[src/rtl/sw_debounce_pkg.sv]
// Shared types and default constants for the switch debouncer.
// The edge-pulse outputs are built only when SW_DEBOUNCE_EDGE_EN is defined.
package sw_debounce_pkg;

    typedef enum logic [0:0] {
        STABLE = 1'b0,
        WAIT   = 1'b1
    } deb_state_e;

    localparam int unsigned NB_SW_DEFAULT           = 32'd4;
    localparam int unsigned NB_COUNTER_DEFAULT      = 32'd20;
    localparam int unsigned DEBOUNCE_CYCLES_DEFAULT = 32'd500000;

    // Returns {rise, fall} for a level transition old_lvl -> new_lvl.
    function automatic logic [1:0] edge_of(input logic old_lvl, input logic new_lvl);
        return {new_lvl & ~old_lvl, old_lvl & ~new_lvl};
    endfunction

endpackage

[src/rtl/sw_debounce_bit.sv]
// One debounced switch: two-flop synchronizer, STABLE/WAIT qualifier and accepted level.
// Edge pulse registers exist only when SW_DEBOUNCE_EDGE_EN is defined.
module sw_debounce_bit
    import sw_debounce_pkg::*;
#(
    parameter int unsigned NB_COUNTER      = NB_COUNTER_DEFAULT,
    parameter int unsigned DEBOUNCE_CYCLES = DEBOUNCE_CYCLES_DEFAULT
) (
    input  logic clk_i,
    input  logic rst_i,
    input  logic sw_i,
    output logic level_o,
    output logic rise_o,
    output logic fall_o
);

    localparam logic [NB_COUNTER-1:0] CNT_LAST = NB_COUNTER'(DEBOUNCE_CYCLES - 32'd1);
    localparam logic [NB_COUNTER-1:0] CNT_ONE  = {{(NB_COUNTER-1){1'b0}}, 1'b1};

    logic                  sync1_q;
    logic                  sync2_q;
    deb_state_e            state_q;
    deb_state_e            state_d;
    logic [NB_COUNTER-1:0] cnt_q;
    logic [NB_COUNTER-1:0] cnt_d;
    logic                  level_q;
    logic                  level_d;

    // Synchronizer chain plus qualifier state, counter and accepted level.
    always_ff @(posedge clk_i or posedge rst_i) begin
        if (rst_i) begin
            sync1_q <= 1'b0;
            sync2_q <= 1'b0;
            state_q <= STABLE;
            cnt_q   <= '0;
            level_q <= 1'b0;
        end else begin
            sync1_q <= sw_i;
            sync2_q <= sync1_q;
            state_q <= state_d;
            cnt_q   <= cnt_d;
            level_q <= level_d;
        end
    end

    // A new level must disagree with the accepted one on DEBOUNCE_CYCLES+1 consecutive edges.
    always_comb begin
        state_d = state_q;
        cnt_d   = cnt_q;
        level_d = level_q;
        case (state_q)
            STABLE: begin
                cnt_d = '0;
                if (sync2_q != level_q) begin
                    state_d = WAIT;
                end else begin
                    state_d = STABLE;
                end
            end
            WAIT: begin
                if (sync2_q == level_q) begin
                    state_d = STABLE;
                    cnt_d   = '0;
                end else if (cnt_q == CNT_LAST) begin
                    level_d = sync2_q;
                    state_d = STABLE;
                    cnt_d   = '0;
                end else begin
                    cnt_d = cnt_q + CNT_ONE;
                end
            end
            default: begin
                state_d = STABLE;
                cnt_d   = '0;
            end
        endcase
    end

    assign level_o = level_q;

`ifdef SW_DEBOUNCE_EDGE_EN
    logic       rise_q;
    logic       fall_q;
    logic [1:0] edge_s;

    // Level only moves on acceptance, so its next-state transition is the pulse.
    assign edge_s = edge_of(level_q, level_d);

    // Pulses are registered alongside the level so they line up with o_sw.
    always_ff @(posedge clk_i or posedge rst_i) begin
        if (rst_i) begin
            rise_q <= 1'b0;
            fall_q <= 1'b0;
        end else begin
            rise_q <= edge_s[1];
            fall_q <= edge_s[0];
        end
    end

    assign rise_o = rise_q;
    assign fall_o = fall_q;
`else
    assign rise_o = 1'b0;
    assign fall_o = 1'b0;
`endif

endmodule

[src/rtl/sw_debounce.sv]
// Bank of NB_SW independent switch debouncers with optional edge pulses.
// Define SW_DEBOUNCE_EDGE_EN to build o_rise/o_fall/o_changed; otherwise they are tied low.
module sw_debounce
    import sw_debounce_pkg::*;
#(
    parameter int unsigned NB_SW           = NB_SW_DEFAULT,
    parameter int unsigned NB_COUNTER      = NB_COUNTER_DEFAULT,
    parameter int unsigned DEBOUNCE_CYCLES = DEBOUNCE_CYCLES_DEFAULT
) (
    input  logic             clock,
    input  logic             i_reset,
    input  logic [NB_SW-1:0] i_sw,
    output logic [NB_SW-1:0] o_sw,
    output logic [NB_SW-1:0] o_rise,
    output logic [NB_SW-1:0] o_fall,
    output logic             o_changed
);

    logic [NB_SW-1:0] rise_s;
    logic [NB_SW-1:0] fall_s;

    for (genvar g = 0; g < NB_SW; g++) begin : g_bit
        sw_debounce_bit #(
            .NB_COUNTER      (NB_COUNTER),
            .DEBOUNCE_CYCLES (DEBOUNCE_CYCLES)
        ) u_bit (
            .clk_i   (clock),
            .rst_i   (i_reset),
            .sw_i    (i_sw[g]),
            .level_o (o_sw[g]),
            .rise_o  (rise_s[g]),
            .fall_o  (fall_s[g])
        );
    end

    assign o_rise = rise_s;
    assign o_fall = fall_s;

`ifdef SW_DEBOUNCE_EDGE_EN
    assign o_changed = |(rise_s | fall_s);
`else
    assign o_changed = 1'b0;
`endif

endmodule
[config.mk]
export PLATFORM = sky130hd
export DESIGN_NAME = sw_debounce
export DESIGN_NICKNAME = d
export VERILOG_FILES = /design/src/rtl/sw_debounce_pkg.sv /design/src/rtl/sw_debounce_bit.sv /design/src/rtl/sw_debounce.sv
export SDC_FILE = /design/constraint.sdc
export NUM_CORES = 1
export LEC_CHECK = 0
export ABC_AREA = 1
export CORE_MARGIN = 4
export CORE_UTILIZATION = 30
export DETAILED_ROUTE_END_ITERATION = 6
export GPL_TIMING_DRIVEN = 0
export REMOVE_ABC_BUFFERS = 1
export SETUP_SLACK_MARGIN = 0.02
export SLEW_MARGIN = 20
export SYNTH_ARGS = -nofsm -noshare
export SYNTH_HDL_FRONTEND = slang
export SYNTH_SLANG_ARGS = --single-unit
[constraint.sdc]
create_clock -name clock -period 4.8 [get_ports clock]
set_clock_uncertainty 0.15 [all_clocks]
set_input_delay 0.72 -clock clock [delete_from_list [all_inputs] [get_ports clock]]
set_output_delay 0.72 -clock clock [all_outputs]
set_load 0.01 [all_outputs]
==> impl_metrics.csv <==
group,metric,value,unit
run_status,status,"finished, final reports clean",
setup_path,arrival,1.28,ns
cells_and_area,diodes,0,
sta,hold_violations,0,
synthesis,yosysSeqAreaShare,0.454,
grt,use_met3,0.0187,
drt,drt_first_pass_iters,4,
placement,post-dp-hpwl,6790,µm
sta,post-route-min-period,2.15,ns
setup_path,r2r_end,"g_bit[2].u_bit.cnt_q[15]$_DFF_PP0_",
setup_path,required,3.93,ns
drt,vias,3869,
sta,hold_ws,0.198,ns
sta,timing.fmax,0.464,GHz
setup_path,setup.worst_path.start,"g_bit[0].u_bit.level_o$_DFFE_PP0P_",
die,start_util,0.306,
sta,period_share,0.449,
synthesis,synth_edf_count,0,
placement,place_congestion,0.815,
synthesis,synth-compound-area-share,0.0180,
die,row_count,48,
grt,grtUsageMet1,0.139,
grt,grt-ovfl-total,0,
clock_tree,cts_buffers,9,
clock_tree,htreeDepth,3,
synthesis,avgSynthCellArea,7.93,µm²
sta,setup_tns,0,ns
synthesis,syn_inst,667,
synthesis,syn_area,5290,µm²
grt,grt_max_degree,77,
synthesis,synth.area.mux_share,0,
power_and_ir_drop,p_leak,2.40,nW
setup_path,crit_path_start_kind,"flip-flop",
grt,antenna_found_initial,0,
synthesis,synth_ff_type,"dfrtp_1",
setup_path,cp_top_family,"buffers and inverters",
synthesis,ys_types,27,
setup_path,crit_end,"o_sw[0]",
clock_tree,clk_pin_slew,0.06,ns
grt,grt.met2_usage,0.168,
setup_path,worstRegToRegCells,8,
clock_tree,clock_sinks,96,
synthesis,synth_top_family_by_area,"simple AND/OR/NAND/NOR gates",
synthesis,synthXorXnorAreaFrac,0.0779,
power_and_ir_drop,ir_worst_vdd,0.159,mV
sta,slew_viol_final,0,
clock_tree,cts_root_buffer,"clkbuf_16",
die,coreArea,17300,µm²
clock_tree,clk_latency,0.34,ns
drt,avgViaCountPerCell,4.27,
sta,rsz0062_at_grt,"no",
grt,gr-usage-all-layers,0.104,
die,io_pins,19,
power_and_ir_drop,power_density,278,nW/µm²
synthesis,yosys.area_share.adder,0.00947,
cells_and_area,drive_above_1_share,0.130,
setup_path,critPathMaxFanout,3,
cells_and_area,multi_input_area,2460,µm²
drt,wl_per_cell,10.3,µm
clock_tree,clockBufferDepth,2,
setup_path,r2r_start,"g_bit[2].u_bit.cnt_q[0]$_DFF_PP0_",
drt,ant_nets,0,
setup_path,cp.depth,1,
placement,portBuffers,9,
cells_and_area,fillCellCount,1805,
drt,drc,0,
die,die_h,141,µm
cells_and_area,fin_cells,907,
grt,grt_pass1_vias,3771,
setup_path,cp_slowest_cell,"clkdlybuf4s50_1",
synthesis,ys_seq_elements,96,
setup_path,crit_path_max_incr_delay,0.56,ns
synthesis,asyncSetResetFlopFracSynth,1.00,
setup_path,worstSetupPathType,"flip-flop to output pin",
cells_and_area,syn_to_final_growth,11.0,%
setup_path,path_cells,"clkdlybuf4s50_1",
run,cap_violations,0,
grt,grt-busiest-layer,"met2",
drt,drt_iter0_drc,114,
clock_tree,cts_resized,0,
grt,grt_pass1_wl,17200,µm
clock_tree,hold_buffers,0,
placement,dp.cells,893,
setup_path,regToRegSetupSlack,3.07,ns
cells_and_area,regArea,2400,µm²
die,dieArea,19800,µm²
setup_path,path_buf_inv,1,
synthesis,synthSimpleGateAreaFrac,0.353,
setup_path,end_kind,"output pin",
clock_tree,post_cts_buffers,0,
hold_path,hold_class,"flip-flop to flip-flop",
synthesis,ys_warn_count,0,
die,die_w,141,µm
clock_tree,cts_tree,"done",
drt,wl,9340,µm
cells_and_area,fin_nets,689,
sta,setup_violations,0,
==> sequential cells by signal, summed over array words and instances (netlist names) <==
| register | cells |
|---|---|
| g_bit.u_bit.cnt_q | 80 |
| g_bit.u_bit.level_o | 4 |
| g_bit.u_bit.state_q | 4 |
| g_bit.u_bit.sync1_q | 4 |
| g_bit.u_bit.sync2_q | 4 |
==> cells by family (layout without fill, tap and decap cells) <==
| group | count (synthesis) | count (layout) |
|---|---|---|
| xor+xnor | 47 | 47 |
| flops | 96 | 96 |
| compound gates | 16 | 16 |
| other cells | 1 | 9 |
| fa+ha+maj | 4 | 4 |
| simple gates | 411 | 411 |
| buf+inv | 92 | 99 |
==> per-stage QoR <==
stage | setup WS (ns) | power (mW) | area (µm²) | util
2_1_floorplan | 1.42 | 0.875 | 5150 | -
3_3_place_gp | -0.248 | 0.892 | 5520 | 0.319
3_5_place_dp | 2.94 | 0.896 | 5560 | 0.321
4_1_cts | 2.62 | 1.66 | 5870 | 0.339
5_1_grt | 2.57 | 1.69 | 5870 | 0.339
6_report | 2.65 | 1.63 | 5870 | 0.339
==> layout by cell type (no fill, tap or decap), types with 2 or more instances in the layout <==
cell	instances
clkinv_2	2
nand3_1	44
nand3b_1	2
a21oi_1	10
a21boi_0	4
nand4_1	6
xor2_1	32
ha_1	4
nand2_2	8
nor2_4	13
inv_1	67
nor2_2	42
nand2_1	159
xnor2_1	15
clkdlybuf4s50_1	9
bufinv_16	2
dfrtp_1	96
nor3_1	3
inv_4	4
conb_1	9
inv_2	3
nand3_2	3
nor2_1	130
clkbuf_16	9
==> routing by layer <==
| layer | vias up | share of wire | wire, µm |
|---|---|---|---|
| met5 | - | 0 | 0 |
| met4 | 0 | 0.014 | 133 |
| met3 | 13 | 0.026 | 244 |
| met2 | 37 | 0.47 | 4350 |
| met1 | 1784 | 0.49 | 4610 |
| li1 | 2035 | - | - |
==> synth_stat cells (4+ instances only) <==
master	n	area (µm²)
a21boi_0	4	30.0
a21oi_1	10	50.1
buf_4	13	97.6
dfrtp_1	96	2400
ha_1	4	50.1
inv_1	68	255
inv_4	4	25.0
nand2_1	159	597
nand2_2	8	50.1
nand3_1	44	220
nand4_1	6	37.5
nor2_1	130	488
nor2_2	42	263
nor2_4	13	146
xnor2_1	15	131
xor2_1	32	280
==> how the worst min path moves through the flow <==
stage                                     startpoint                          endpoint  cells past startpoint
finish              g_bit[2].u_bit.sync1_q$_DFF_PP0_  g_bit[2].u_bit.sync2_q$_DFF_PP0_                      0
global route        g_bit[3].u_bit.sync1_q$_DFF_PP0_  g_bit[3].u_bit.sync2_q$_DFF_PP0_                      0
CTS                 g_bit[3].u_bit.sync1_q$_DFF_PP0_  g_bit[3].u_bit.sync2_q$_DFF_PP0_                      0
detailed placement  g_bit[3].u_bit.sync1_q$_DFF_PP0_  g_bit[3].u_bit.sync2_q$_DFF_PP0_                      0
global placement    g_bit[2].u_bit.sync1_q$_DFF_PP0_  g_bit[2].u_bit.sync2_q$_DFF_PP0_                      0
floorplan           g_bit[0].u_bit.sync1_q$_DFF_PP0_  g_bit[0].u_bit.sync2_q$_DFF_PP0_                      0
==> cell type report <==
class | instances | share of cell area
timing repair buffer | 10 | 0.0201
multi-input combinational | 487 | 0.419
tap | 225 | 0.0480
sequential | 96 | 0.410
clock buffer | 10 | 0.0407
clock inverter | 4 | 0.0119
inverter | 75 | 0.0506
==> where the power goes <==
group          internal (mW)  total, mW  switching, mW  leakage, nW
Sequential             0.817      0.823        0.00579         1.31
Combinational         0.0140     0.0544         0.0404        0.932
Clock                  0.463      0.751          0.288        0.154
Note: power is estimated with default switching activity, not from simulation.
